[src/rtl/wrr_vc_receiver_pkg.sv]
// wrr_vc_receiver_pkg: shared link dimensions for the WRR arbiter, its receiver and testers
//   no ports; FIFO_DEPTH is also the credit count the arbiter reloads per VC after reset
package wrr_vc_receiver_pkg;
    localparam int DATA_W     = 4;
    localparam int NUM_VC     = 4;
    localparam int VC_W       = 2;
    localparam int FIFO_DEPTH = 4;
    localparam int PTR_W      = 2;
    localparam int CNT_W      = 8;
endpackage

[src/rtl/wrr_vc_fifo.sv]
// wrr_vc_fifo: one first-word-fall-through VC receive FIFO with credit-return pulse
//   CLK_2MHz, reset (async, active-high)
//   push/din     : write request and word; dropped internally when full
//   pop          : consumer pop; ignored when empty
//   out_valid    : non-empty; dout shows the head word, 0 when empty
//   full         : occupancy == FIFO_DEPTH
//   credit_ret   : registered, high the cycle after an accepted pop
module wrr_vc_fifo
    import wrr_vc_receiver_pkg::*;
(
    input  logic              CLK_2MHz,
    input  logic              reset,
    input  logic              push,
    input  logic              pop,
    input  logic [DATA_W-1:0] din,
    output logic              out_valid,
    output logic [DATA_W-1:0] dout,
    output logic              full,
    output logic              credit_ret
);
    localparam logic [PTR_W:0] DEPTH = (PTR_W+1)'(FIFO_DEPTH);
    logic [DATA_W-1:0] mem [FIFO_DEPTH];
    logic [PTR_W-1:0]  wr_ptr, rd_ptr;
    logic [PTR_W:0]    occ;
    logic              do_push, do_pop;
    // full and empty are judged on pre-edge occupancy, so a push to a full FIFO
    // is dropped even when a pop frees a slot on the same edge
    always_comb begin
        out_valid = occ != '0;
        full      = occ == DEPTH;
        do_pop    = pop & out_valid;
        do_push   = push & ~full;
        dout      = out_valid ? mem[rd_ptr] : '0;
    end
    always_ff @(posedge CLK_2MHz or posedge reset)
        if (reset) begin
            mem        <= '{default: '0};
            wr_ptr     <= '0;
            rd_ptr     <= '0;
            occ        <= '0;
            credit_ret <= 1'b0;
        end else begin
            if (do_push) begin
                mem[wr_ptr] <= din;
                wr_ptr      <= wr_ptr + 1'b1;
            end
            if (do_pop) rd_ptr <= rd_ptr + 1'b1;
            occ        <= occ + {{PTR_W{1'b0}}, do_push} - {{PTR_W{1'b0}}, do_pop};
            credit_ret <= do_pop;
        end
endmodule

[src/rtl/wrr_vc_receiver.sv]
// wrr_vc_receiver: demultiplexes the WRR word stream into per-VC receive FIFOs
//   CLK_2MHz, reset (async, active-high)
//   in_valid/in_vc/in_data : serialized tagged word from the arbiter
//   pop                    : per-VC consumer pop
//   out_valid/out_data     : per-VC head word, VC i at [i*DATA_W +: DATA_W]
//   full, credit_ret       : per-VC full flag and credit-return pulse
//   overflow/overflow_vc   : sticky write-to-full flag and VC of the first one
//   rx_count               : accepted words, wrapping
module wrr_vc_receiver
    import wrr_vc_receiver_pkg::*;
(
    input  logic                     CLK_2MHz,
    input  logic                     reset,
    input  logic                     in_valid,
    input  logic [VC_W-1:0]          in_vc,
    input  logic [DATA_W-1:0]        in_data,
    input  logic [NUM_VC-1:0]        pop,
    output logic [NUM_VC-1:0]        out_valid,
    output logic [NUM_VC*DATA_W-1:0] out_data,
    output logic [NUM_VC-1:0]        full,
    output logic [NUM_VC-1:0]        credit_ret,
    output logic                     overflow,
    output logic [VC_W-1:0]          overflow_vc,
    output logic [CNT_W-1:0]         rx_count
);
    logic [NUM_VC-1:0] push;
    logic              accept, drop;
    always_comb begin
        push   = in_valid ? {{(NUM_VC-1){1'b0}}, 1'b1} << in_vc : '0;
        drop   = in_valid & full[in_vc];
        accept = in_valid & ~full[in_vc];
    end
    genvar i;
    generate
        for (i = 0; i < NUM_VC; i++) begin : g_vc
            wrr_vc_fifo u_fifo (
                .CLK_2MHz   (CLK_2MHz),
                .reset      (reset),
                .push       (push[i]),
                .pop        (pop[i]),
                .din        (in_data),
                .out_valid  (out_valid[i]),
                .dout       (out_data[i*DATA_W +: DATA_W]),
                .full       (full[i]),
                .credit_ret (credit_ret[i])
            );
        end
    endgenerate
    always_ff @(posedge CLK_2MHz or posedge reset)
        if (reset) begin
            overflow    <= 1'b0;
            overflow_vc <= '0;
            rx_count    <= '0;
        end else begin
            if (drop & ~overflow) begin
                overflow    <= 1'b1;
                overflow_vc <= in_vc;
            end
            rx_count <= rx_count + {{(CNT_W-1){1'b0}}, accept};
        end
endmodule

[config.mk]
export PLATFORM = sky130hd
export DESIGN_NAME = wrr_vc_receiver
export DESIGN_NICKNAME = d
export VERILOG_FILES = /design/src/rtl/wrr_vc_receiver_pkg.sv /design/src/rtl/wrr_vc_fifo.sv /design/src/rtl/wrr_vc_receiver.sv
export SDC_FILE = /design/constraint.sdc
export NUM_CORES = 1
export LEC_CHECK = 0
export ABC_AREA = 1
export ABC_CLOCK_PERIOD_IN_PS = 5100
export CAP_MARGIN = 20
export CORE_UTILIZATION = 55
export DETAILED_ROUTE_END_ITERATION = 10
export GPL_ROUTABILITY_DRIVEN = 1
export PLACE_DENSITY = 0.77
export RECOVER_POWER = 100
export SKIP_CTS_REPAIR_TIMING = 1
export SYNTH_ARGS = -nofsm -noshare
export SYNTH_HDL_FRONTEND = slang
export SYNTH_SLANG_ARGS = --single-unit
[constraint.sdc]
create_clock -name CLK_2MHz -period 5.1 [get_ports CLK_2MHz]
set_input_delay 1.02 -clock CLK_2MHz [delete_from_list [all_inputs] [get_ports CLK_2MHz]]
set_output_delay 1.02 -clock CLK_2MHz [all_outputs]
set_load 0.1 [all_outputs]
### Word level (Yosys, flattened, before mapping)

Cells that the tools add are included.
Widths: inputs -> output; s select.

* $add $sub $neg: 17
* reduce and logical (&&, ||, !) cells: 8
* $lt $le $gt $ge: 13
* bitwise logic cells: 25
* mux-type cells: 31
* equal/unequal tests: 4
* shift operators: 1

Operators with widths (count)
* $mux 4: 17
* $bwmux 16: 4
* $bmux 4 s2: 4
* $demux 4 s2: 4
* $ge 3x3->1 const B: 8
* $not 2->3: 8
* $add 2x1->2 const B: 8
* $add 3x1->3: 4
* $eq 3x3->1 const B: 4
* $lt 3x1->1 const B: 4
* $reduce_bool 3->1: 4
* $sub 3x1->3: 4
* $and 1x1->1: 11
* $add 8x1->8: 1
* $not 1->1: 6
* $logic_and 1x1->1: 4
* $shl 1x2->4 const A: 1
* $lt 2x3->1 const B: 1
* $bmux 1 s2: 1
* $mux 1: 1

* input port bits: 13
* register bits: 107
* output and inout bits: 39
* logic and storage cells: 134

### Longest topological paths before layout

* word-level depth: 6
* mapped depth: 13
* gate-level depth less buffers: 13

### Hierarchy

A second synthesis with hierarchy kept.

* cell total of the unflattened synthesis: 724
* area total of the unflattened synthesis: 5846.9 um^2

Modules (own cells, without submodules)
* wrr_vc_fifo at g_vc[0].u_fifo ...: area an instance 1332.5 um^2, cells an instance 167, times used 3
* wrr_vc_fifo at g_vc[3].u_fifo: area an instance 1337.5 um^2, cells an instance 166, times used 1
* wrr_vc_receiver: area an instance 511.7 um^2, cells an instance 57, times used 1

### Worst setup path after synthesis

No wires, ideal clock.

* path type: reg2out
* start point: register g_vc[3].u_fifo.rd_ptr[0]
* end point: output out_data[12]
* slack: 1734 ps
* path buffers: 2
* cell stages (with the launch flop): 5
* required time: 4080 ps
* data arrival time: 2346 ps
* cell sequence: dfrtp_1 clkbuf_1 buf_2 o211ai_1 a21oi_1

* longest elaborated chain between the ends: 5

RTL lines
* start: declaration: line wrr_vc_fifo.sv:23 `logic [PTR_W-1:0] wr_ptr, rd_ptr;`
* start signal: assignment: line wrr_vc_fifo.sv:47 `if (do_pop) rd_ptr <= rd_ptr + 1'b1;`
* $not 2->3 (implied by the code): line wrr_vc_fifo.sv:33 `dout = out_valid ? mem[rd_ptr] : '0;`
* $bmux 4 s2: line wrr_vc_fifo.sv:33
* $mux 4 (implied by the code) (2 in series): line wrr_vc_fifo.sv:33
* $mux 4: line wrr_vc_fifo.sv:33
* end: declaration: line wrr_vc_receiver.sv:19 `output logic [NUM_VC*DATA_W-1:0] out_data,`

Every way passes these cells. The select of a mux whose other input is x is not followed.

### Worst setup path after layout

* start point: register g_vc[0].u_fifo.rd_ptr[0]
* end point: output out_data[2]

* longest elaborated chain between the ends: 5

RTL lines (line)
* start: declaration: wrr_vc_fifo.sv:23
* start signal: assignment: wrr_vc_fifo.sv:47
* $not 2->3 (implied by the code): wrr_vc_fifo.sv:33
* $bmux 4 s2: wrr_vc_fifo.sv:33
* $mux 4 (implied by the code) (2 in series): wrr_vc_fifo.sv:33
* $mux 4: wrr_vc_fifo.sv:33

Every way passes these cells. The select of a mux whose other input is x is not followed.

==> reports/metrics.yaml <==
yosys:
  synthesis.area_sq_um: 5410
  synth-edff-count: 0
  netlist_top_cells_count: "132 x nand2_1, 107 x dfrtp_1, 105 x inv_1"
  ys_ff_latch: 107
  synth_compound_area_frac: 0.138
  synth-xor-area-share: 0.0340
  muxShareOfSynthArea: 0
  synth.most_common_cell: "nand2_1"
  synth-simple-area-share: 0.147
  synth_top_family_by_area: "simple AND/OR/NAND/NOR gates"
  yosysTopAreaCell: "dfrtp_1"
  synth_area_per_cell_sq_um: 8.58
  synthTopCellsByArea: "dfrtp_1 50%, nand2_1 9.2%, inv_1 7.3%"
  synth.distinct_cells: 23
  netlist_instances: 630
  ys_async_sr_fraction: 1.00
  yosys_warnings: 0
  synth_flop_cell: "dfrtp_1"
  synthAdderAreaFrac: 0.0750
  synth_nets: 673
  yosysTopAreaCellShare: 0.495
  ys_seq_area_frac: 0.495
place:
  io_buffers: 51
  hpwl_um: 7850
  gp_congestion: 0.821
detailed_routing:
  wl_per_cell_um: 13.8
  drtPass1Iterations: 5
  wl_um: 11000
  initialDrtViolationCount: 195
  vias: 3982
  drc: 0
  ant_nets: 0
  via_per_inst: 5.02
worst_setup_path:
  crit_fanout: 12
  r2r_slack_ns: 2.78
  crit_start: "g_vc[0].u_fifo.rd_ptr[0]"
  worst-setup-path-type: "reg -> out"
  start_kind: "flip-flop"
  cp-end-kind: "primary output"
  rr_startpoint: "g_vc[0].u_fifo.occ[1]"
  crit_arrival_ns: 2.69
  cp.required_ns: 4.08
clock_network:
  clock_path_buffers: 2
  cts_root_buffer: "clkbuf_8"
  numCtsBuffers: 9
  path_clk_slew_ns: 0.10
  clkLatencyLatePin_ns: 0.37
  cts_tree: "yes"
  numClockSinks: 107
  htreeDepth: 3
sta:
  setup-tns-final_ns: 0
  rsz0062_at_grt: "false"
  post-route-period-util: 0.727
  worst_pin_slew_ns: 2.91
  setup_viol: 0
  worst_clock_skew_ns: 0.0106
  drv_slew: 80
  hold_viol_final: 0
  fin_crit_ns: 3.71
  fmax_mhz: 270
  max_slew_margin: -0.944
grt:
  grt_pass1_wl_um: 18400
  overflow: 0
  grt_pass1_vias: 3925
  grt_max_degree: 80
  antenna_found_initial: 0
  grt_usage: 0.235
final_layout:
  nFillCells: 847
  layout-drive-gt1-share: 0.0226
  diodes: 0
  area_growth_pct: 10.6
  fin_nets: 703
die:
  die_h_um: 101
  coreArea_sq_um: 9370
  die_w_um: 101
  rows: 35
  io-pin-count: 52
  initial_core_util: 0.577
  dieArea_sq_um: 10200
min_path:
  min_from: "overflow_vc[1]"
  min_path_type: "reg -> reg"
flow_run:
  maxCapViolCount: 1
status:
  outcome: "finished, violations left"
  violations: "capacitance limit, slew limit"
-- through the flow --
stage	worst slack (ns)	cell area, sq um	hold WS, ns	util	std cells
2_1_floorplan	1.26	5410	0.442	-	630
3_3_place_gp	1.91	5900	0.458	0.629	778
6_report	1.39	5980	0.473	0.638	794
5_1_grt	0.747	5980	0.516	0.638	794
3_5_place_dp	1.85	5900	0.463	0.629	778
4_1_cts	1.43	6070	0.482	0.647	794
-- cell type report --
| type | count | area [sq um] | area share |
|---|---|---|---|
| clock buffers | 11 | 131 | 0.0220 |
| clock inverters | 5 | 38.8 | 0.00649 |
| inverters | 109 | 409 | 0.0684 |
| multi-input cells | 381 | 2040 | 0.342 |
| flip-flops and latches | 107 | 2680 | 0.448 |
| well taps | 129 | 161 | 0.0270 |
| repair buffers | 52 | 518 | 0.0866 |
-- layout by cell type, fill, tap and decap left out, types with 9 or more instances in the layout --
cell and count:
nand2_1 132, inv_1 109, dfrtp_1 107, o21ai_0 62
a21oi_1 44, dlygate4sd3_1 44, nor2_1 41, o21ai_1 32
ha_1 26, xor2_1 14, nand3_1 11, clkbuf_8 9
-- worst paths after layout --
| kind | to | cells past startpoint |
|---|---|---|
| min in group asynchronous | g_vc[3].u_fifo.mem[13] | 2 |
| setup / recovery | out_data[2] | 5 |
| setup reg to reg | g_vc[0].u_fifo.occ[1] | 8 |
| max in group asynchronous | overflow_vc[1] | 2 |
| hold reg to reg | overflow_vc[1] | 2 |
| hold / removal | overflow_vc[1] | 2 |
-- per-layer routing --
metal	routed length, um	vias to the layer above	track usage
li1	-	2007	-
met1	4890	1883	0.314
met2	5500	81	0.398
met3	464	11	0.0366
met4	123	0	0.0702
met5	0	-	0
-- logic make-up after synthesis --
family                     after synthesis
AOI/OAI and AO/OA                      145
adders and majority gates               30
xor gates and xnor gates                21
and+or+nand+nor                        185
DFF                                    107
buffers and inverters                  142
-- registers in the layout (all words and copies together), names as in the netlist --
signal,count
g_vc.u_fifo.mem,64
g_vc.u_fifo.occ,12
g_vc.u_fifo.rd_ptr,8
g_vc.u_fifo.wr_ptr,8
rx_count,8
g_vc.u_fifo.credit_ret,4
overflow_vc,2
overflow,1
-- worst max-delay path: stages, from the launching register on --
cell	delay, ns
dfrtp_1	0.53
inv_1	0.18
a21oi_1	0.18
o21ai_0	0.10
a21oi_1	0.12
dlygate4sd3_1	1.21
Power is left out: the tool's default activity adds up to more than one toggle a clock period on the data nets, which glitch-free logic cannot reach.
